`src/rtl/rv32_divider_pkg.sv`:
```
// Shared encodings for the RV32M divider: funct3[1:0] op codes and FSM states.
// The op encodings match the decoder's M-extension funct3 decode.
package rv32_divider_pkg;

  typedef enum logic [1:0] {
    OP_DIV  = 2'b00,
    OP_DIVU = 2'b01,
    OP_REM  = 2'b10,
    OP_REMU = 2'b11
  } op_e;

  typedef enum logic [1:0] {
    S_IDLE = 2'b00,
    S_RUN  = 2'b01,
    S_DONE = 2'b10
  } state_e;

  // funct3[0] clear means a signed operation, funct3[1] set selects the remainder.
  function automatic logic is_signed_op(input logic [1:0] op);
    return ~op[0];
  endfunction

  function automatic logic is_rem_op(input logic [1:0] op);
    return op[1];
  endfunction

endpackage

```
`src/rtl/rv32_divider_if.sv`:
```
// Request/response bundle between the execute stage and the divider.
// The master issues operations and the slave (the divider) returns results.
interface rv32_divider_if #(parameter int n = 32);

  logic         start;
  logic [1:0]   op;
  logic [n-1:0] A;
  logic [n-1:0] B;
  logic         busy;
  logic         done;
  logic [n-1:0] result;

  modport master (
    output start, op, A, B,
    input  busy, done, result
  );

  modport slave (
    input  start, op, A, B,
    output busy, done, result
  );

endinterface

```
`src/rtl/rv32_divider_div_step.sv`:
```
// One combinational restoring-division iteration: shift in a dividend bit and
// conditionally subtract the divisor using a ripple chain of adder cells.
module div_step #(
  parameter int n = 32
) (
  input  logic [n-1:0] rem_i,
  input  logic [n-1:0] divisor_i,
  input  logic         dvd_bit_i,
  output logic [n-1:0] rem_o,
  output logic         q_bit_o
);

  logic [n:0]   shifted;
  logic [n:0]   sub_b;
  logic [n-1:0] diff;
  logic [n+1:0] carry;

  assign shifted  = {rem_i, dvd_bit_i};
  assign sub_b    = ~{1'b0, divisor_i};
  assign carry[0] = 1'b1;

  // Subtraction as shifted + ~divisor + 1; a carry out of the top cell means no borrow.
  for (genvar i = 0; i < n; i++) begin : g_cell
    assign diff[i]      = shifted[i] ^ sub_b[i] ^ carry[i];
    assign carry[i+1]   = (shifted[i] & sub_b[i]) | (carry[i] & (shifted[i] ^ sub_b[i]));
  end

  // The top cell's sum is always zero after a successful subtract, so only its carry is kept.
  assign carry[n+1] = (shifted[n] & sub_b[n]) | (carry[n] & (shifted[n] ^ sub_b[n]));

  assign q_bit_o = carry[n+1];
  assign rem_o   = q_bit_o ? diff : shifted[n-1:0];

endmodule

```
`src/rtl/rv32_divider.sv`:
```
// Multi-cycle restoring divider for DIV/DIVU/REM/REMU: one iteration per clock,
// with a single-cycle fast path for divide-by-zero and signed overflow.
module rv32_divider
  import rv32_divider_pkg::*;
#(
  parameter int n = 32
) (
  input logic          clk,
  input logic          rst,
  rv32_divider_if.slave bus
);

  localparam int CW = $clog2(n + 1);
  localparam logic [n-1:0] MIN_NEG = {1'b1, {(n-1){1'b0}}};

  state_e       state_q, state_d;
  logic [CW-1:0] cnt_q, cnt_d;
  logic [1:0]   op_q, op_d;
  logic [n-1:0] dvd_q, dvd_d;
  logic [n-1:0] dvs_q, dvs_d;
  logic [n-1:0] rem_q, rem_d;
  logic         neg_q_q, neg_q_d;
  logic         neg_r_q, neg_r_d;
  logic         busy_q, busy_d;
  logic         done_q, done_d;
  logic [n-1:0] result_q, result_d;

  logic [n-1:0] step_rem;
  logic         step_q;
  logic [n-1:0] quot_next;
  logic         in_signed;
  logic         in_rem;

  div_step #(.n(n)) u_step (
    .rem_i     (rem_q),
    .divisor_i (dvs_q),
    .dvd_bit_i (dvd_q[n-1]),
    .rem_o     (step_rem),
    .q_bit_o   (step_q)
  );

  // The dividend register doubles as the quotient: quotient bits enter at the bottom.
  assign quot_next = {dvd_q[n-2:0], step_q};
  assign in_signed = is_signed_op(bus.op);
  assign in_rem    = is_rem_op(bus.op);

  always_comb begin
    state_d  = state_q;
    cnt_d    = cnt_q;
    op_d     = op_q;
    dvd_d    = dvd_q;
    dvs_d    = dvs_q;
    rem_d    = rem_q;
    neg_q_d  = neg_q_q;
    neg_r_d  = neg_r_q;
    busy_d   = busy_q;
    done_d   = 1'b0;
    result_d = result_q;

    unique case (state_q)
      S_IDLE, S_DONE: begin
        state_d = S_IDLE;
        if (bus.start) begin
          op_d = bus.op;
          if (bus.B == '0) begin
            state_d  = S_DONE;
            done_d   = 1'b1;
            result_d = in_rem ? bus.A : '1;
          end else if (in_signed && bus.A == MIN_NEG && bus.B == '1) begin
            state_d  = S_DONE;
            done_d   = 1'b1;
            result_d = in_rem ? '0 : bus.A;
          end else begin
            state_d = S_RUN;
            busy_d  = 1'b1;
            cnt_d   = CW'(n);
            rem_d   = '0;
            dvd_d   = (in_signed && bus.A[n-1]) ? -bus.A : bus.A;
            dvs_d   = (in_signed && bus.B[n-1]) ? -bus.B : bus.B;
            neg_q_d = in_signed & (bus.A[n-1] ^ bus.B[n-1]);
            neg_r_d = in_signed & bus.A[n-1];
          end
        end
      end

      S_RUN: begin
        dvd_d = quot_next;
        rem_d = step_rem;
        cnt_d = cnt_q - CW'(1);
        // This cycle performs the final iteration, so the result is formed from the step outputs.
        if (cnt_q == CW'(1)) begin
          state_d = S_DONE;
          busy_d  = 1'b0;
          done_d  = 1'b1;
          if (is_rem_op(op_q)) begin
            result_d = neg_r_q ? -step_rem : step_rem;
          end else begin
            result_d = neg_q_q ? -quot_next : quot_next;
          end
        end
      end

      default: begin
        state_d = S_IDLE;
        busy_d  = 1'b0;
      end
    endcase
  end

  always_ff @(posedge clk) begin
    if (rst) begin
      state_q  <= S_IDLE;
      cnt_q    <= '0;
      op_q     <= '0;
      dvd_q    <= '0;
      dvs_q    <= '0;
      rem_q    <= '0;
      neg_q_q  <= 1'b0;
      neg_r_q  <= 1'b0;
      busy_q   <= 1'b0;
      done_q   <= 1'b0;
      result_q <= '0;
    end else begin
      state_q  <= state_d;
      cnt_q    <= cnt_d;
      op_q     <= op_d;
      dvd_q    <= dvd_d;
      dvs_q    <= dvs_d;
      rem_q    <= rem_d;
      neg_q_q  <= neg_q_d;
      neg_r_q  <= neg_r_d;
      busy_q   <= busy_d;
      done_q   <= done_d;
      result_q <= result_d;
    end
  end

  assign bus.busy   = busy_q;
  assign bus.done   = done_q;
  assign bus.result = result_q;

endmodule

```
`src/flat_wrapper.sv`:
```
// flat-port wrapper written by rule: the top's interface ports become plain ports
module rv32_divider_flat import rv32_divider_pkg::*;
#(
  parameter int n = 32
)
  (clk, rst, bus_start, bus_op, bus_A, bus_B, bus_busy, bus_done, bus_result);
  rv32_divider_if #(.n(n)) bus_i ();
  input logic clk;
  input logic rst;
  input wire logic [$bits(bus_i.start)-1:0] bus_start;
  input wire logic [$bits(bus_i.op)-1:0] bus_op;
  input wire logic [$bits(bus_i.A)-1:0] bus_A;
  input wire logic [$bits(bus_i.B)-1:0] bus_B;
  output wire logic [$bits(bus_i.busy)-1:0] bus_busy;
  output wire logic [$bits(bus_i.done)-1:0] bus_done;
  output wire logic [$bits(bus_i.result)-1:0] bus_result;
  assign bus_i.start = bus_start;
  assign bus_i.op = bus_op;
  assign bus_i.A = bus_A;
  assign bus_i.B = bus_B;
  assign bus_busy = bus_i.busy;
  assign bus_done = bus_i.done;
  assign bus_result = bus_i.result;
  rv32_divider #(.n(n)) u_core (.clk(clk), .rst(rst), .bus(bus_i));
endmodule
```
`config.mk`:
```
export PLATFORM = sky130hd
export DESIGN_NAME = rv32_divider_flat
export DESIGN_NICKNAME = d
export VERILOG_FILES = /design/src/rtl/rv32_divider_pkg.sv /design/src/rtl/rv32_divider_if.sv /design/src/rtl/rv32_divider_div_step.sv /design/src/rtl/rv32_divider.sv /design/src/flat_wrapper.sv
export SDC_FILE = /design/constraint.sdc
export NUM_CORES = 1
export LEC_CHECK = 0
export ABC_CLOCK_PERIOD_IN_PS = 39800
export BUFFER_PORTS_ARGS = -buffer_cell sky130_fd_sc_hd__clkbuf_2
export CAP_MARGIN = 25
export CORE_ASPECT_RATIO = 1.75
export CORE_MARGIN = 3
export CORE_UTILIZATION = 61
export CTS_CLUSTER_SIZE = 40
export DETAILED_ROUTE_END_ITERATION = 8
export PLACE_DENSITY_LB_ADDON = 0.08
export SLEW_MARGIN = 25
export SYNTH_ARGS = -nofsm -noshare
export SYNTH_HDL_FRONTEND = slang
export SYNTH_HIERARCHICAL = 1
export SYNTH_SLANG_ARGS = --single-unit
```
`constraint.sdc`:
```
create_clock -name clk -period 39.8 [get_ports clk]
set_input_delay 1.99 -clock clk [delete_from_list [all_inputs] [get_ports clk]]
set_output_delay 1.99 -clock clk [all_outputs]
set_load 0.1 [all_outputs]
```
==> impl_metrics.ini <==
[critical_path]
critPathArrivalTime_ps = 16560
cp-end-kind = register
rr_worst_depth = 47
critPathLaunchType = register
timing.rr.start = u_core/dvd_q[31]
crit_top_cell = fa_1
worstPathMaxFanout = 38
crit_required_ps = 40060
slowest_delay_ps = 640
regToRegSetupSlack_ps = 23490
slowest_stage = or2_4
criticalPathCategory = reg -> reg
timing.rr.end = u_core/bus.result[30]

[flow_run]
max_cap_violations = 0

[cells_and_area]
area_growth_pct = 10.2
drive_above_1_share = 0.154
nets = 1430
fillCellCount = 1407
fin_area_um2 = 11200
diodes = 0

[synth]
synth_top_family_by_area = compound AO/OA/AOI/OAI gates
synthAdderAreaFrac = 0.0856
synthDistinctLibCells = 60
synth-simple-area-share = 0.209
yosysSeqAreaShare = 0.279
synth-compound-area-share = 0.237
synth_nets = 1398
synthTopCellsByArea = dfxtp_1 28%, fa_1 6.1%, xnor2_1 5.9%, a21oi_1 5.0%, xor2_1 4.7%
yosys_register_bits = 141
synth_top_cell_by_area = dfxtp_1
avgSynthCellArea_um2 = 7.85
netlist.area_leader.share = 0.279
synth_xor_area_frac = 0.105
synth_top_flop_cell = dfxtp_1
synth-async-reset-ratio = 0
netlist_instances = 1290
syn-cell-area_um2 = 10100
synth.area.mux_share = 0.00988
ys_warn_count = 6
synth_edf_count = 0

[power_and_ir_drop]
irDropWorstVdd_mv = 0.0404
cellPowerDensity_nw_per_um2 = 58.2
power_leakage_nw = 3.88

[routing]
drt-vias-per-instance = 6.49
routedWlPerCell_um = 19.6
drt_wl_total_um = 30500
drtPass1Iterations = 5
postRouteAntennaNets = 0
drtIter0Drc = 740
via_count = 10100
drt_drc_violations_left = 0

[timing]
min_period_over_period = 0.410
finalSetupTns_ps = 0
slew_headroom = 0.308
setup_viol = 0
skew_ps = 19.7
rsz0062_at_grt = no
timing.fmax_ghz = 0.0613
hold_viol_final = 0
finalCriticalPeriod_ps = 16310
slew_violations = 0
worst_pin_slew_ps = 1040

[clock_network]
insertion_delay_ps = 430
cts.sinks = 141
hold_buffers = 0
cts_root_buf = clkbuf_16
ctsResizeCount = 0
cts_tree = done
postCtsSetupRepairBufs = 0
htreeDepth = 4
cts_buffers = 17
cts_buffer_depth = 2
clk_pin_slew_ps = 70

[hold_path]
min_from = u_core/bus.result[10]
hold_path.class = reg -> reg
holdPathStages = 2
min_to = u_core/bus.result[10]

[grt]
grt_pass1_vias = 9586
grt.overflow.total = 0
grt.total_usage = 0.335
antenna_found_initial = 0
grt_max_degree = 80
grt_pass1_wl_um = 48500

[floorplanning]
core_area_um2 = 16100
dieArea_um2 = 18200
io_pins = 103
rows = 61
die_w_um = 103
die_y_um = 176
start_util = 0.629

[placed_design]
dpl-instance-area_um2 = 10600
dp_hpwl_um = 21600
place_congestion = 0.942
port_buffers = 102

[status]
status = completed
-- flip-flops by register name, summed over array words and instances (netlist names) --
signal and cells:
u_core/bus.done 1, u_core/rem_q 32, u_core/dvd_q 32, u_core/bus.busy 1
u_core/bus.result 32, u_core/state_q 2, u_core/cnt_q 6, u_core/neg_r_q 1
u_core/neg_q_q 1, u_core/op_q 1, u_core/dvs_q 32
-- routing by layer --
layer,share of wire,vias to the layer above,track usage
met5,0,-,0
li1,-,4700,-
met2,0.49,533,0.556
met3,0.074,123,0.0486
met1,0.38,4739,0.404
met4,0.054,0,0.192
-- how the worst max path moves through the flow --
stage | startpoint | slack, ps | to | cells past startpoint
after floorplan | u_core/dvd_q[31] | 24990 | u_core/bus.result[31] | 48
final | u_core/dvd_q[31] | 23490 | u_core/bus.result[30] | 47
after global routing | u_core/dvd_q[31] | 22810 | u_core/bus.result[30] | 47
after global placement | u_core/dvd_q[31] | 23630 | u_core/bus.result[30] | 47
after CTS | u_core/dvd_q[31] | 23250 | u_core/bus.result[30] | 47
after detailed placement | u_core/dvd_q[31] | 23290 | u_core/bus.result[30] | 47
-- layout make-up --
| class | instances | area (µm²) | area share |
|---|---|---|---|
| Tap cell | 220 | 275 | 0.0247 |
| Clock buffer | 18 | 429 | 0.0384 |
| Timing Repair Buffer | 115 | 611 | 0.0547 |
| Sequential cell | 141 | 2820 | 0.253 |
| Inverter | 68 | 255 | 0.0229 |
| Multi-Input combinational cell | 979 | 6610 | 0.592 |
| Clock inverter | 14 | 158 | 0.0141 |
-- logic make-up after synthesis --
logic type      after synthesis
flops                       141
xor+xnor                    122
compound gates              357
buf+inv                     170
fa+ha+maj                    53
simple gates                438
mux                           9
-- worst max-delay path: cells and delay by family, from the launching register on --
kind,cells,cell delay (ps)
AND/OR/NAND/NOR,3,1610
buffers and inverters,6,730
XOR/XNOR,1,110
AO/OA/AOI/OAI,4,1240
adder cells (fa/ha/maj),33,12080
flip-flops,1,350
-- cell usage after synthesis (7+ instances only) --
library cell,number
o31ai_1,29
fa_1,31
clkbuf_1,73
or3_1,12
buf_6,8
xnor2_1,68
a31oi_1,11
buf_2,10
or4_1,21
mux2i_1,7
dfxtp_1,141
a21oi_2,29
inv_1,68
nand2_1,117
nor2_1,107
a22oi_1,33
nand4_1,19
a21oi_1,102
nand2b_1,9
nand3_1,44
nor3_1,61
xor2_1,54
ha_1,8
o211ai_1,9
a211oi_1,48
o41ai_1,21
nor4_1,20
o21ai_0,41
maj3_1,9
-- report_power, final --
part	leakage [nW]	switching, mW	total [mW]	internal (mW)
clock	0.284	0.0681	0.162	0.0936
combinational	2.44	0.208	0.319	0.111
sequential	1.15	0.0142	0.169	0.154
-- per-stage QoR --
step,hold slack (ps),std cells,setup WS [ps],util,power [mW]
after global placement,438,1523,23630,0.656,0.475
final,449,1555,23490,0.693,0.649
after CTS,454,1555,23250,0.692,0.644
after detailed placement,445,1523,23290,0.656,0.481
after global routing,484,1555,22810,0.693,0.689
after floorplan,432,1290,24990,-,0.418
-- layout by cell type (no fill, tap or decap), types with 4 or more instances in the layout --
cell type / n
dfxtp_1: 141
nand2_1: 117
nor2_1: 106
a21oi_1: 102
clkbuf_2: 101
inv_1: 68
xnor2_1: 68
nor3_1: 60
xor2_1: 54
a211oi_1: 47
nand3_1: 44
o21ai_0: 41
a22oi_1: 33
fa_1: 31
o31ai_1: 29
a21oi_2: 29
or4_1: 21
o41ai_1: 21
nor4_1: 19
nand4_1: 19
clkbuf_16: 17
buf_4: 14
or3_1: 12
a31oi_1: 11
maj3_1: 9
o211ai_1: 9
nand2b_1: 8
ha_1: 8
mux2i_1: 7
o22ai_1: 6
a221oi_1: 6
a311oi_1: 6
maj3_2: 5
inv_6: 4
nor4b_1: 4
and3_1: 4
a31o_2: 4
(Power assumes the default switching activity.)
